<file path="config.mk">
export PLATFORM = sky130hd
export DESIGN_NAME = iir_decimating_output_stage
export DESIGN_NICKNAME = d
export VERILOG_FILES = /design/src/rtl/iir_pkg.sv /design/src/rtl/iir_sync_fifo.sv /design/src/rtl/iir_decimating_output_stage.sv
export SDC_FILE = /design/constraint.sdc
export NUM_CORES = 1
export LEC_CHECK = 0
export ABC_AREA = 1
export ABC_CLOCK_PERIOD_IN_PS = 2200
export CAP_MARGIN = 20
export CORE_UTILIZATION = 40
export CTS_CLUSTER_SIZE = 28
export DETAILED_ROUTE_END_ITERATION = 7
export PLACE_DENSITY_LB_ADDON = 0.3
export SETUP_SLACK_MARGIN = 0.05
export SLEW_MARGIN = 10
export SYNTH_ARGS = -nofsm -noshare
export SYNTH_HDL_FRONTEND = slang
export SYNTH_HIERARCHICAL = 1
export SYNTH_SLANG_ARGS = --single-unit
</file>
<file path="constraint.sdc">
create_clock -name clk -period 2.2 [get_ports clk]
set_input_delay 0.33 -clock clk [delete_from_list [all_inputs] [get_ports clk]]
set_output_delay 0.33 -clock clk [all_outputs]
set_load 0.01 [all_outputs]
</file>
<file path="src/rtl/iir_pkg.sv">
// Shared IIR sample-width constants and default decimating output stage settings.
// Rounding mode of the output stage is selected with the IIR_OUT_ROUND_EN macro.
package iir_pkg;

   localparam int IIR_IN_W            = 8;
   localparam int IIR_FILT_W          = 13;
   localparam int IIR_DOUT_W          = 8;
   localparam int IIR_DEC_LOG2_DEF    = 2;
   localparam int IIR_OUT_SHIFT_DEF   = 5;
   localparam int IIR_FIFO_DEPTH_DEF  = 4;

endpackage

</file>
<file path="src/rtl/iir_sync_fifo.sv">
// First-word-fall-through synchronous FIFO with level output; a push into a full
// FIFO is accepted when a pop happens in the same cycle.
module iir_sync_fifo #(
   parameter int WIDTH = 8,
   parameter int DEPTH = 4,
   localparam int AW   = $clog2(DEPTH),
   localparam int LW   = AW + 1
) (
   input  logic             clk,
   input  logic             reset_n,
   input  logic             push_i,
   input  logic [WIDTH-1:0] wdata_i,
   input  logic             pop_i,
   output logic [WIDTH-1:0] rdata_o,
   output logic             empty_o,
   output logic             accept_o,
   output logic [LW-1:0]    level_o
);

   logic [WIDTH-1:0] mem [DEPTH];
   logic [AW-1:0]    wr_ptr_q, wr_ptr_d;
   logic [AW-1:0]    rd_ptr_q, rd_ptr_d;
   logic [LW-1:0]    level_q, level_d;
   logic             full;
   logic             pop_ok;
   logic             push_ok;

   assign empty_o  = (level_q == '0);
   assign full     = (level_q == LW'(DEPTH));
   assign pop_ok   = pop_i && !empty_o;
   assign push_ok  = push_i && (!full || pop_ok);
   assign accept_o = push_ok;
   assign level_o  = level_q;
   assign rdata_o  = empty_o ? '0 : mem[rd_ptr_q];

   always_comb begin
      wr_ptr_d = wr_ptr_q;
      rd_ptr_d = rd_ptr_q;
      level_d  = level_q;
      if (push_ok) wr_ptr_d = wr_ptr_q + AW'(1);
      if (pop_ok)  rd_ptr_d = rd_ptr_q + AW'(1);
      case ({push_ok, pop_ok})
         2'b10:   level_d = level_q + LW'(1);
         2'b01:   level_d = level_q - LW'(1);
         default: level_d = level_q;
      endcase
   end

   always_ff @(posedge clk or negedge reset_n) begin
      if (!reset_n) begin
         wr_ptr_q <= '0;
         rd_ptr_q <= '0;
         level_q  <= '0;
      end else begin
         wr_ptr_q <= wr_ptr_d;
         rd_ptr_q <= rd_ptr_d;
         level_q  <= level_d;
      end
   end

   // Storage carries no reset; rdata_o is forced to zero while empty.
   always_ff @(posedge clk) begin
      if (push_ok) mem[wr_ptr_q] <= wdata_i;
   end

endmodule

</file>
<file path="src/rtl/iir_decimating_output_stage.sv">
// Block-average decimator, rescale/saturate and output FIFO after the IIR filter.
// Define IIR_OUT_ROUND_EN for round-half-up instead of floor truncation.
module iir_decimating_output_stage
   import iir_pkg::*;
#(
   parameter int DIN_W      = IIR_FILT_W,
   parameter int DOUT_W     = IIR_DOUT_W,
   parameter int DEC_LOG2   = IIR_DEC_LOG2_DEF,
   parameter int OUT_SHIFT  = IIR_OUT_SHIFT_DEF,
   parameter int FIFO_DEPTH = IIR_FIFO_DEPTH_DEF
) (
   input  logic                            clk,
   input  logic                            reset_n,
   input  logic signed [DIN_W-1:0]         din,
   input  logic                            din_valid,
   output logic signed [DOUT_W-1:0]        dout,
   output logic                            dout_valid,
   input  logic                            dout_ready,
   output logic [$clog2(FIFO_DEPTH):0]     fifo_level,
   output logic                            sat_pulse,
   output logic [7:0]                      drop_cnt
);

   localparam int N       = 1 << DEC_LOG2;
   localparam int ACC_W   = DIN_W + DEC_LOG2;
   localparam int QW      = ACC_W + 1;
   localparam int PH_W    = (DEC_LOG2 > 0) ? DEC_LOG2 : 1;
   localparam int TS      = DEC_LOG2 + OUT_SHIFT;
   localparam int BIAS_SH = (TS > 0) ? TS - 1 : 0;

   localparam logic signed [QW-1:0] QMAX = QW'((1 << (DOUT_W - 1)) - 1);
   localparam logic signed [QW-1:0] QMIN = ~QMAX;
   localparam logic signed [QW-1:0] BIAS = (TS > 0) ? (QW'(1) << BIAS_SH) : '0;

   logic signed [ACC_W-1:0]  acc_q, acc_d;
   logic [PH_W-1:0]          ph_q, ph_d;
   logic                     sat_q, sat_d;
   logic [7:0]               drop_q, drop_d;
   logic signed [QW-1:0]     sum_ext;
   logic signed [QW-1:0]     q_full;
   logic signed [DOUT_W-1:0] result;
   logic                     clamped;
   logic                     block_end;
   logic                     fifo_empty;
   logic                     fifo_accept;

   function automatic logic signed [QW-1:0] shift_round(input logic signed [QW-1:0] s);
`ifdef IIR_OUT_ROUND_EN
      return (s + BIAS) >>> TS;
`else
      return s >>> TS;
`endif
   endfunction

   function automatic logic is_clamped(input logic signed [QW-1:0] q);
      return (q > QMAX) || (q < QMIN);
   endfunction

   function automatic logic signed [DOUT_W-1:0] saturate(input logic signed [QW-1:0] q);
      if (q > QMAX)      return QMAX[DOUT_W-1:0];
      else if (q < QMIN) return QMIN[DOUT_W-1:0];
      else               return q[DOUT_W-1:0];
   endfunction

   // Extra headroom bit keeps the rounding bias from overflowing the sum.
   assign sum_ext   = {{(QW - ACC_W){acc_q[ACC_W-1]}}, acc_q} + {{(QW - DIN_W){din[DIN_W-1]}}, din};
   assign block_end = din_valid && (ph_q == PH_W'(N - 1));
   assign q_full    = shift_round(sum_ext);
   assign clamped   = is_clamped(q_full);
   assign result    = saturate(q_full);

   always_comb begin
      acc_d  = acc_q;
      ph_d   = ph_q;
      sat_d  = block_end && clamped;
      drop_d = drop_q;
      if (din_valid) begin
         if (block_end) begin
            acc_d = '0;
            ph_d  = '0;
         end else begin
            acc_d = sum_ext[ACC_W-1:0];
            ph_d  = ph_q + PH_W'(1);
         end
      end
      if (block_end && !fifo_accept && (drop_q != 8'hFF)) drop_d = drop_q + 8'd1;
   end

   always_ff @(posedge clk or negedge reset_n) begin
      if (!reset_n) begin
         acc_q  <= '0;
         ph_q   <= '0;
         sat_q  <= 1'b0;
         drop_q <= '0;
      end else begin
         acc_q  <= acc_d;
         ph_q   <= ph_d;
         sat_q  <= sat_d;
         drop_q <= drop_d;
      end
   end

   iir_sync_fifo #(
      .WIDTH (DOUT_W),
      .DEPTH (FIFO_DEPTH)
   ) u_fifo (
      .clk      (clk),
      .reset_n  (reset_n),
      .push_i   (block_end),
      .wdata_i  (result),
      .pop_i    (dout_ready),
      .rdata_o  (dout),
      .empty_o  (fifo_empty),
      .accept_o (fifo_accept),
      .level_o  (fifo_level)
   );

   assign dout_valid = !fifo_empty;
   assign sat_pulse  = sat_q;
   assign drop_cnt   = drop_q;

endmodule

</file>
Word-level counts from Yosys, hierarchy flattened
Memory sizes are Yosys's and may differ from the RTL's.
Cells that the tools add are included.
{ "totals": {"regBits": 33, "latchBits": 0, "ram_bits": 32, "rom_bits": 0, "inputBits": 17, "out_inout_bits": 21, "memories": 1} }
{ "memory_table": {"columns": ["memory", "depth", "word_bits", "read_ports", "rd_clocked_by_memory_dff", "write_ports", "line_no", "source"], "rows": [
  ["u_fifo.mem", 4, 8, 1, 0, 1, "iir_sync_fifo.sv:20", "logic [WIDTH-1:0] mem [DEPTH];"]
]} }
{ "classes": {"add_sub_neg": 7, "mul": 0, "div": 0, "magnitude_cmp": 2, "n_eq_ne": 5, "n_shift": 0, "n_mux": 8, "bitwise_logic": 0, "n_reduce_logical": 13} }
{ "op_table": {"columns": ["op", "n"], "rows": [
  ["$mux 8", 3],
  ["$add 15x13->16", 1],
  ["$mux 15", 1],
  ["$gt 9x8->1 const B", 1],
  ["$lt 9x8->1 const B", 1],
  ["$add 8x1->8 const B", 1],
  ["$ne 8x8->1 const B", 1],
  ["$add 2x1->2 const B", 3],
  ["$logic_and 1x1->1", 6],
  ["$pmux 3 s2", 1],
  ["$eq 2x2->1 const B", 2],
  ["$add 3x1->3 const B", 1],
  ["$eq 3x3->1 const B", 1],
  ["$logic_not 1->1", 3],
  ["$logic_not 3->1", 1],
  ["$sub 3x1->3 const B", 1],
  ["$eq 2x1->1 const B", 1],
  ["$logic_or 1x1->1", 2],
  ["$mux 1", 2],
  ["$mux 2", 1],
  ["$reduce_bool 2->1", 1]
]} }

Logic depth before layout (Yosys ltp)
{ "depth": {"word_depth": 8, "mapped_depth": 13} }

By module
The synthesis kept the hierarchy.
{ "by_module_without_submodules": {"columns": ["module", "instances", "cells_per_inst", "area_each_um2", "seq_area_each_um2"], "rows": [
  ["iir_decimating_output_stage", 1, 271, 1983.2, 650.6],
  ["iir_sync_fifo", 1, 151, 1719.1, 1136.1]
]} }

Least setup slack after synthesis
No wires, ideal clock.
{ "synth_timing": {"path_kind": "reg2reg", "start": "register acc_q[0]", "end": "memory u_fifo.mem[0][1] (data pin)", "setup_time_ps": 266, "arrival_ps": 1615, "t_required_ps": 1934, "slack_ps": 319, "stages_incl_launch_ff": 14, "path_buffers": 0, "cell_sequence": "dfrtp_1 ha_1 inv_1 fa_1 inv_1 nand2_1 nand3_2 nand2_2 nand2_2 nand2_1 nand2_2 nand2_4 nand2_1 nand2_1"} }
{ "synth_via": {"elab_chain_len": 4, "word_cells_on_any_way": 5, "classes_between": "add/sub (1); order compare (2); mux (2)"} }
{ "synth_lines": {"columns": ["element", "line_no", "source"], "rows": [
  ["start, declared", "iir_decimating_output_stage.sv:35", "logic signed [ACC_W-1:0] acc_q, acc_d;"],
  ["start signal, assigned", "iir_decimating_output_stage.sv:91", "acc_q <= '0;"],
  ["start signal, assigned", "iir_decimating_output_stage.sv:96", "acc_q <= acc_d;"],
  ["$add 15x13->16 (*)", "iir_decimating_output_stage.sv:66", "assign sum_ext = {{(QW - ACC_W){acc_q[ACC_W-1]}}, acc_q} + {{(QW - DIN_W){din[DIN_W-1]}}, din};"],
  ["$lt 9x8->1", "iir_decimating_output_stage.sv:61", "else if (q < QMIN) return QMIN[DOUT_W-1:0];"],
  ["$mux 8", "iir_decimating_output_stage.sv:61", null],
  ["$mux 8 (*)", "iir_decimating_output_stage.sv:60", "if (q > QMAX) return QMAX[DOUT_W-1:0];"],
  ["net result[1]", "iir_decimating_output_stage.sv:41", "logic signed [DOUT_W-1:0] result;"],
  ["end, declared", "iir_sync_fifo.sv:20", null]
]} }
Mark *: on every way through the listed nets, which the timed path passes. The rest lies on a longest branch.

Final worst setup path
{ "layout_timing": {"start": "input port din[5]", "end": "memory u_fifo.mem[1][1] (data pin)"} }
{ "layout_via": {"elab_chain_len": 4, "word_cells_on_any_way": 5, "classes_between": "add/sub (1); order compare (2); mux (2)"} }
{ "layout_lines": {"columns": ["element", "line_no", "source"], "rows": [
  ["start, declared", "iir_decimating_output_stage.sv:14", "input logic signed [DIN_W-1:0] din,"],
  ["$add 15x13->16 (*)", "iir_decimating_output_stage.sv:66", null],
  ["$lt 9x8->1", "iir_decimating_output_stage.sv:61", null],
  ["$mux 8", "iir_decimating_output_stage.sv:61", null],
  ["$mux 8 (*)", "iir_decimating_output_stage.sv:60", null],
  ["net result[1]", "iir_decimating_output_stage.sv:41", null]
]} }
Marks and branches as above.

==> metrics.txt <==
# TYPE chip_impl_metric gauge
chip_impl_metric{name="htree_num_levels",unit=""} 3
chip_impl_info{name="status",value="completed"} 1
chip_impl_metric{name="fin_nets",unit=""} 562
chip_impl_info{name="setup.worst_path.start_class",value="primary input"} 1
chip_impl_metric{name="port_buffers",unit=""} 37
chip_impl_metric{name="wire_per_inst",unit="um"} 13.1
chip_impl_metric{name="async_s_r_ff_share_synth",unit=""} 0.508
chip_impl_metric{name="met3_track_usage_gr",unit=""} 0.0415
chip_impl_info{name="cts_tree",value="yes"} 1
chip_impl_metric{name="switchingPower",unit="mW"} 2.97
chip_impl_metric{name="report.final.setup_viol",unit=""} 0
chip_impl_metric{name="finClkSkew",unit="ns"} 0.0155
chip_impl_metric{name="cellInternalPower",unit="mW"} 4.16
chip_impl_metric{name="first_iter_violations",unit=""} 241
chip_impl_metric{name="top_level_ports",unit=""} 38
chip_impl_metric{name="total_number_of_vias",unit=""} 3086
chip_impl_metric{name="grt_first_pass_wirelength",unit="um"} 14000
chip_impl_metric{name="critPathMaxFanout",unit=""} 4
chip_impl_metric{name="placement.cell_area",unit="mm2"} 0.00455
chip_impl_metric{name="clkTransAtPathRegs",unit="ns"} 0.07
chip_impl_metric{name="grt_overflow_total",unit=""} 0
chip_impl_metric{name="grt_use_met1",unit=""} 0.237
chip_impl_metric{name="warnings_from_yosys",unit=""} 6
chip_impl_metric{name="p_per_area",unit="mW/mm2"} 1450
chip_impl_info{name="timing.hold.worst.class",value="in2async"} 1
chip_impl_info{name="endpoint_kind_of_the_worst_setup_timing_path",value="flip-flop"} 1
chip_impl_metric{name="fin_setup_tns",unit="ns"} 0
chip_impl_metric{name="antenna_cells_inserted",unit=""} 0
chip_impl_info{name="synth-main-ff-cell",value="dfrtp_1"} 1
chip_impl_metric{name="floorplan.die.width",unit="um"} 98.2
chip_impl_metric{name="dieArea",unit="mm2"} 0.00964
chip_impl_metric{name="critPathArrivalTime",unit="ns"} 2.15
chip_impl_metric{name="post_route_cells_drive_above_1_share",unit=""} 0.245
chip_impl_metric{name="total_power",unit="mW"} 7.13
chip_impl_metric{name="viasPerCell",unit=""} 4.86
chip_impl_metric{name="floorplan.die.height",unit="um"} 98.2
chip_impl_metric{name="number_of_buffers_added_to_fix_hold_violations_after_cts",unit=""} 0
chip_impl_metric{name="clock_power_frac",unit=""} 0.126
chip_impl_metric{name="floorplan.initialDensity",unit=""} 0.418
chip_impl_metric{name="drv.max_cap_violation_count",unit=""} 0
chip_impl_metric{name="share_comb_of_total_power",unit=""} 0.585
chip_impl_metric{name="finalInstanceArea",unit="mm2"} 0.00491
chip_impl_info{name="layout.cells.most_common",value="nand2_1"} 1
chip_impl_metric{name="syn_area",unit="mm2"} 0.00370
chip_impl_metric{name="remaining_drcs",unit=""} 0
chip_impl_metric{name="timing.final.crit_period",unit="ns"} 2.07
chip_impl_metric{name="worst_hold_slack",unit="ns"} 0.394
chip_impl_metric{name="syn2layout_area_growth",unit="%"} 32.7
chip_impl_metric{name="clock-sinks",unit=""} 65
chip_impl_metric{name="floorplan.rows",unit=""} 34
chip_impl_metric{name="num-fill-cells",unit=""} 820
chip_impl_metric{name="routabilityCongestion",unit=""} 0.810
chip_impl_metric{name="final_hold_viol_count",unit=""} 0
chip_impl_info{name="rsz_0062_raised_after_global_routing",value="yes"} 1
chip_impl_metric{name="slew_headroom",unit=""} 0.697
chip_impl_info{name="grt-busiest-layer",value="met2"} 1
chip_impl_metric{name="cts_max_path_buffers",unit=""} 2
chip_impl_metric{name="max_freq",unit="MHz"} 483
chip_impl_metric{name="number_of_antenna_violations_at_the_first_check_in_global_routing",unit=""} 0
chip_impl_metric{name="synth_seq_area_share",unit=""} 0.483
chip_impl_info{name="timing.setup.critical_path_class",value="in2reg"} 1
chip_impl_metric{name="drt_first_pass_iters",unit=""} 7
chip_impl_metric{name="groute.usage.overall",unit=""} 0.186
chip_impl_metric{name="route.final.wire_length",unit="um"} 8320
chip_impl_info{name="layout_common_cells",value="nand2_1 (99), buf_4 (57), nor2_1 (53)"} 1
chip_impl_metric{name="cellLeakagePower",unit="nW"} 2.32
chip_impl_metric{name="mappedNetlistNets",unit=""} 462
chip_impl_metric{name="irDropWorstVdd",unit="mV"} 0.620
chip_impl_metric{name="grt_start_max_net_pins",unit=""} 34
chip_impl_metric{name="via_count_of_the_first_global_routing_pass",unit=""} 3010
chip_impl_metric{name="cts_made_buffers",unit=""} 9
chip_impl_metric{name="number_of_flops_mapped_to_enable_cells_by_yosys",unit=""} 32
chip_impl_metric{name="postSynthCellCount",unit=""} 422
chip_impl_metric{name="syn_area_per_cell",unit="um2"} 8.77
chip_impl_metric{name="grtUsageMet2",unit=""} 0.314
chip_impl_info{name="clock-root-buffer",value="clkbuf_8"} 1
chip_impl_metric{name="final_max_slew_viol_count",unit=""} 0
chip_impl_metric{name="finish.utilization",unit=""} 0.555
chip_impl_metric{name="synthDistinctLibCells",unit=""} 36
chip_impl_metric{name="core-area",unit="mm2"} 0.00885
chip_impl_metric{name="worst_skew_pair.late_latency",unit="ns"} 0.35
chip_impl_metric{name="seq_pwr_share",unit=""} 0.289
chip_impl_metric{name="detail-route-antenna-nets",unit=""} 0
chip_impl_metric{name="yosys_register_bits",unit=""} 65
chip_impl_metric{name="worstMarginPinSlew",unit="ns"} 0.455
chip_impl_metric{name="swShare",unit=""} 0.417
chip_impl_metric{name="critical_path_required",unit="ns"} 2.28
chip_impl_metric{name="layout_worst_path_cycle_share",unit=""} 0.942
chip_impl_metric{name="dpl.hpwl",unit="um"} 5880
## layer usage
metal  routed length, um  part of all wire
met1                3780              0.45
met2                4100              0.49
met3                 341             0.041
met4                  96             0.012
met5                   0                 0
## repair_timing
item	4_1_cts	5_1_grt
setup buffers	4	3
hold endpoints to repair	0	0
setup endpoints to repair	9	32
pin swaps	0	11
gates resized for setup	14	25
## critical path, stage by stage
cell and delay [ns]:
clkdlybuf4s50_1 0.40, ha_1 0.34, a21oi_1 0.25, nand3_2 0.13, buf_4 0.15, buf_4 0.14
a21oi_1 0.15, xnor2_1 0.11, nand2_1 0.07, nand2_1 0.08
## power by group through the flow
stage | Combinational, mW | Sequential [mW] | Clock (mW)
5_1_grt | 4.70 | 2.10 | 0.974
6_report | 4.17 | 2.06 | 0.896
4_1_cts | 3.93 | 2.05 | 0.925
3_3_place_gp | 3.80 | 2.08 | 0
2_1_floorplan | 2.37 | 2.03 | 0
3_5_place_dp | 3.91 | 2.08 | 0
## per-stage QoR
step,std cells,worst slack (ns)
floorplan,422,0.319
CTS,632,0.0505
detailed placement,612,-0.257
finish,635,0.128
global route,635,0.00325
global placement,612,-0.217
## synthesized netlist by cell type (3+ instances only)
| library cell | n | area share |
|---|---|---|
| nand2_1 | 103 | 0.10 |
| nor2_1 | 53 | 0.054 |
| inv_1 | 42 | 0.043 |
| dfrtp_1 | 33 | 0.22 |
| edfxtp_1 | 32 | 0.26 |
| o21ai_0 | 23 | 0.031 |
| ha_1 | 21 | 0.071 |
| a21oi_1 | 19 | 0.026 |
| nand3_1 | 17 | 0.023 |
| nand2_2 | 14 | 0.024 |
| xnor2_1 | 12 | 0.028 |
| nand4_1 | 6 | 0.010 |
| xor2_1 | 6 | 0.014 |
| inv_2 | 5 | 0.0051 |
| a21oi_2 | 4 | 0.0095 |
| nand3_2 | 3 | 0.0081 |
| o21ai_1 | 3 | 0.0041 |
## final timing paths
check	startpoint	to	slack (ns)	cells after the start
min	reset_n	drop_cnt[4]	0.39	2
max in group asynchronous	reset_n	u_fifo/rd_ptr_q[0]	1.46	2
max	din[5]	u_fifo/mem[1][1]	0.13	10
min in group clk	din[0]	acc_q[0]	0.39	3
min reg2reg	ph_q[1]	ph_q[1]	0.48	2
max reg2reg	acc_q[0]	u_fifo/mem[1][1]	0.15	12
## kinds of logic (layout without fill, tap and decap cells)
group | after synthesis | in the layout | share of synthesized area
AO/OA/AOI/OAI | 56 | 56 | 0.0872
adder cells (fa/ha/maj) | 23 | 23 | 0.0818
XOR/XNOR | 18 | 18 | 0.0426
buffers and inverters | 54 | 159 | 0.0595
multiplexers | 1 | 1 | 0.00304
flip-flops | 65 | 65 | 0.483
AND/OR/NAND/NOR | 205 | 205 | 0.243
## cell type report
cell class / count / area, um2 / area share
Clock buffer: 10 / 128 / 0.0260
Clock inverter: 6 / 43.8 / 0.00891
Inverter: 49 / 190 / 0.0387
Multi-Input combinational cell: 303 / 1830 / 0.372
Sequential cell: 65 / 1790 / 0.364
Tap cell: 108 / 135 / 0.0275
Timing Repair Buffer: 94 / 801 / 0.163
## flip-flops by register name, indices dropped and copies added, names as in the netlist
signal,cells
ph_q,2
drop_cnt,8
u_fifo/level_o,3
sat_pulse,1
u_fifo/rd_ptr_q,2
u_fifo/wr_ptr_q,2
acc_q,15
u_fifo/mem,32
Power figures use the tool's default switching activity.
==> edit: new RTL, config.mk and constraints unchanged <==
Put a register stage on the output `fifo_level`. The value now appears one clock later. The other outputs are not delayed to match.
--- a/src/rtl/iir_decimating_output_stage.sv
+++ b/src/rtl/iir_decimating_output_stage.sv
@@ -31,6 +31,8 @@
    localparam logic signed [QW-1:0] QMAX = QW'((1 << (DOUT_W - 1)) - 1);
    localparam logic signed [QW-1:0] QMIN = ~QMAX;
    localparam logic signed [QW-1:0] BIAS = (TS > 0) ? (QW'(1) << BIAS_SH) : '0;
+
+   logic [$clog2(FIFO_DEPTH):0] fifo_level_d;
 
    logic signed [ACC_W-1:0]  acc_q, acc_d;
    logic [PH_W-1:0]          ph_q, ph_d;
@@ -112,12 +114,16 @@
       .rdata_o  (dout),
       .empty_o  (fifo_empty),
       .accept_o (fifo_accept),
-      .level_o  (fifo_level)
+      .level_o  (fifo_level_d)
    );
 
    assign dout_valid = !fifo_empty;
    assign sat_pulse  = sat_q;
    assign drop_cnt   = drop_q;
 
+   always_ff @(posedge clk) begin
+      fifo_level <= fifo_level_d;
+   end
+
 endmodule
 
Check against the original RTL: not equivalent (a bounded check fails within 10 cycles, from zero or initial values and one cycle with reset_n low).
==> edit against the unedited design <==
Sequential power rose by 4%. Area after synthesis grew 2.1%. Wire length down 3.2%. Fmax up 1.3%. Cell area hardly changed. Total power is 4.5% higher. Combinational power hardly changed. Synthesized cell count increased by 2.1%. Clock skew hardly changed. Count of clock-buffer cells in the layout rose by 2. Worst setup slack improved by 0.027 ns. Sequential cell count increased by 3. Largest power group unchanged. Highest routed layer unchanged.
==> edit: results (changes against the unedited design) <==
[run_status]
outcome=complete, no violations  ; unchanged

[final_layout]
regMostFlops=u_fifo/mem  ; unchanged
insertedDiodeCount=0  ; unchanged
drive_gt1_share_pct=22.9  ; was 24.5%
fillCellCount=816  ; was 820
nets=560  ; was 562
layout.cells.non_filler=636  ; was 635
largest_reg_flops=32  ; unchanged

[cts]
clk_transition_reported_paths_ns=0.07  ; about the same
htree_levels=3  ; unchanged
numCtsBuffers=9  ; unchanged
clockBufferDepth=2  ; unchanged
clk-insertion-delay-late_ns=0.34
root_buffer=clkbuf_8  ; unchanged
hold_buffers=0  ; unchanged

[detailed_routing]
postRouteAntennaNets=0  ; unchanged
routedLengthMet1_um=3860  ; was 3780 um
dr.max_layer_used=met4  ; unchanged
drt_pre_antenna_iters=5  ; was 7
met2_length_um=3900  ; was 4100 um
vias=3003  ; was 3086
wl_met3_um=226  ; was 341 um
drt_iter0_drc=123  ; was 241
drt_wl_total_um=8050  ; was 8320 um

[critical_path]
critPathSlowestCell=clkdlybuf4s50_1  ; unchanged
max_stage_delay_ns=0.42  ; was 0.40 ns
worstPathArrival_ns=2.12  ; was 2.15 ns
worstPathMaxFanout=8  ; was 4

[synthesis]
synthTopCellsByArea=edfxtp_1, dfrtp_1, nand2_1, ha_1, nor2_1  ; unchanged
synthFlopType=dfrtp_1  ; unchanged
ys_warn_count=6  ; unchanged
yosysSeqAreaShare_pct=48.8  ; was 48.3%
yosys-top-cells-count=nand2_1, nor2_1, inv_1, dfrtp_1, edfxtp_1  ; unchanged
synth.avg_cell_area_um2=8.77  ; about the same
synth_fp_nets=471  ; was 462
ys_types=36  ; unchanged
async_flop_share_pct=48.5  ; was 50.8%
synth_edf_count=32  ; unchanged

[placement]
dp_slack_ns=-0.264  ; was -0.257 ns
numPortBuffers=37  ; unchanged
place_congestion=0.849  ; was 0.810
dp.cells=617  ; was 612
hpwl_um=5820  ; was 5880 um

[global_routing]
grt_max_degree=34  ; unchanged
grtUsageTotal_pct=17.3  ; was 18.6%
grt_pass1_wl_um=13300  ; was 14000 um
grt_pass1_vias=2929  ; was 3010
antenna_found_initial=0  ; unchanged

[sta]
skew_ns=0.0157  ; was 0.0155 ns
relSlewSlack_pct=69.9  ; was 69.7%

[pwr]
leakagePower_nw=2.32  ; about the same
p_int_mw=4.44  ; was 4.16 mW
ir_worst_vdd_mv=0.560  ; was 0.620 mV

[hold_path]
hold_class=in2reg  ; was in2async

==> edit: repair_timing <==
action | in CTS | in global routing
pin swaps | 0 | 15
setup buffers | 1 | 2
resized for setup | 10 | 24
setup endpoints to repair | 9 | 28
==> edit: per-layer routing <==
metal,global-route usage (%),vias up
li1,-,1569
met1,22.2,1380
met2,29.1,47
met3,2.88,7
met4,7.58,0
met5,0,-
==> edit: path summary, 6_finish.rpt <==
kind                                   start                 to  slack, ns  depth (start not counted)
max                                   din[9]   u_fifo/mem[1][5]       0.16                         10
min                                   din[0]           acc_q[0]       0.37                          3
max reg2reg                          ph_q[0]  u_fifo/level_o[2]       0.19                         10
min reg2reg                u_fifo/level_o[1]      fifo_level[1]       0.43                          0
max in group asynchronous            reset_n        drop_cnt[5]       1.48                          2
min in group asynchronous            reset_n  u_fifo/level_o[1]       0.39                          2
==> edit: layout make-up <==
| class | count | area [um2] | area share (%) |
|---|---|---|---|
| multi-input cells | 307 | 1780 | 36.2 |
| repair buffers | 83 | 723 | 14.7 |
| clock buffers | 12 | 178 | 3.61 |
| well taps | 111 | 139 | 2.83 |
| clock inverters | 4 | 52.6 | 1.07 |
| inverters | 51 | 196 | 4.00 |
| flip-flops and latches | 68 | 1850 | 37.6 |
==> edit: worst max-delay path: cells and delay by family <==
family                   cells  cell delay (ns)
AND/OR/NAND/NOR              6             0.58
adder cells (fa/ha/maj)      1             0.38
buffers and inverters        1             0.42
AO/OA/AOI/OAI                2             0.40
==> edit: power by group through the flow <==
stage               Combinational [mW]  Sequential, mW  Clock [mW]
floorplan                         2.41            2.15           0
global placement                  3.87            2.16           0
detailed placement                3.97            2.17           0
CTS                               3.92            2.14        1.17
global route                      4.63            2.19        1.22
finish                            4.16            2.15        1.14
==> edit: cells by family after synthesis <==
| logic type | count (synthesis) | share of synthesized area [%] |
|---|---|---|
| and+or+nand+nor | 210 | 24.3 |
| DFF | 68 | 48.8 |
| AOI/OAI and AO/OA | 56 | 8.64 |
| buffers and inverters | 56 | 6.02 |
| adders and majority gates | 23 | 8.01 |
| xor gates and xnor gates | 17 | 3.94 |
| muxes | 1 | 0.298 |
==> edit: metrics by stage <==
stage / area [um2] / utilization, % / TNS, ns / total power [mW]
detailed placement: 4590 / 49.9 / -7.48 / 6.13
global route: 4920 / 53.5 / 0 / 8.04
floorplan: 3780 / - / 0 / 4.56
CTS: 4820 / 52.4 / 0 / 7.23
global placement: 4590 / 49.9 / -7.07 / 6.04
finish: 4920 / 53.5 / 0 / 7.45
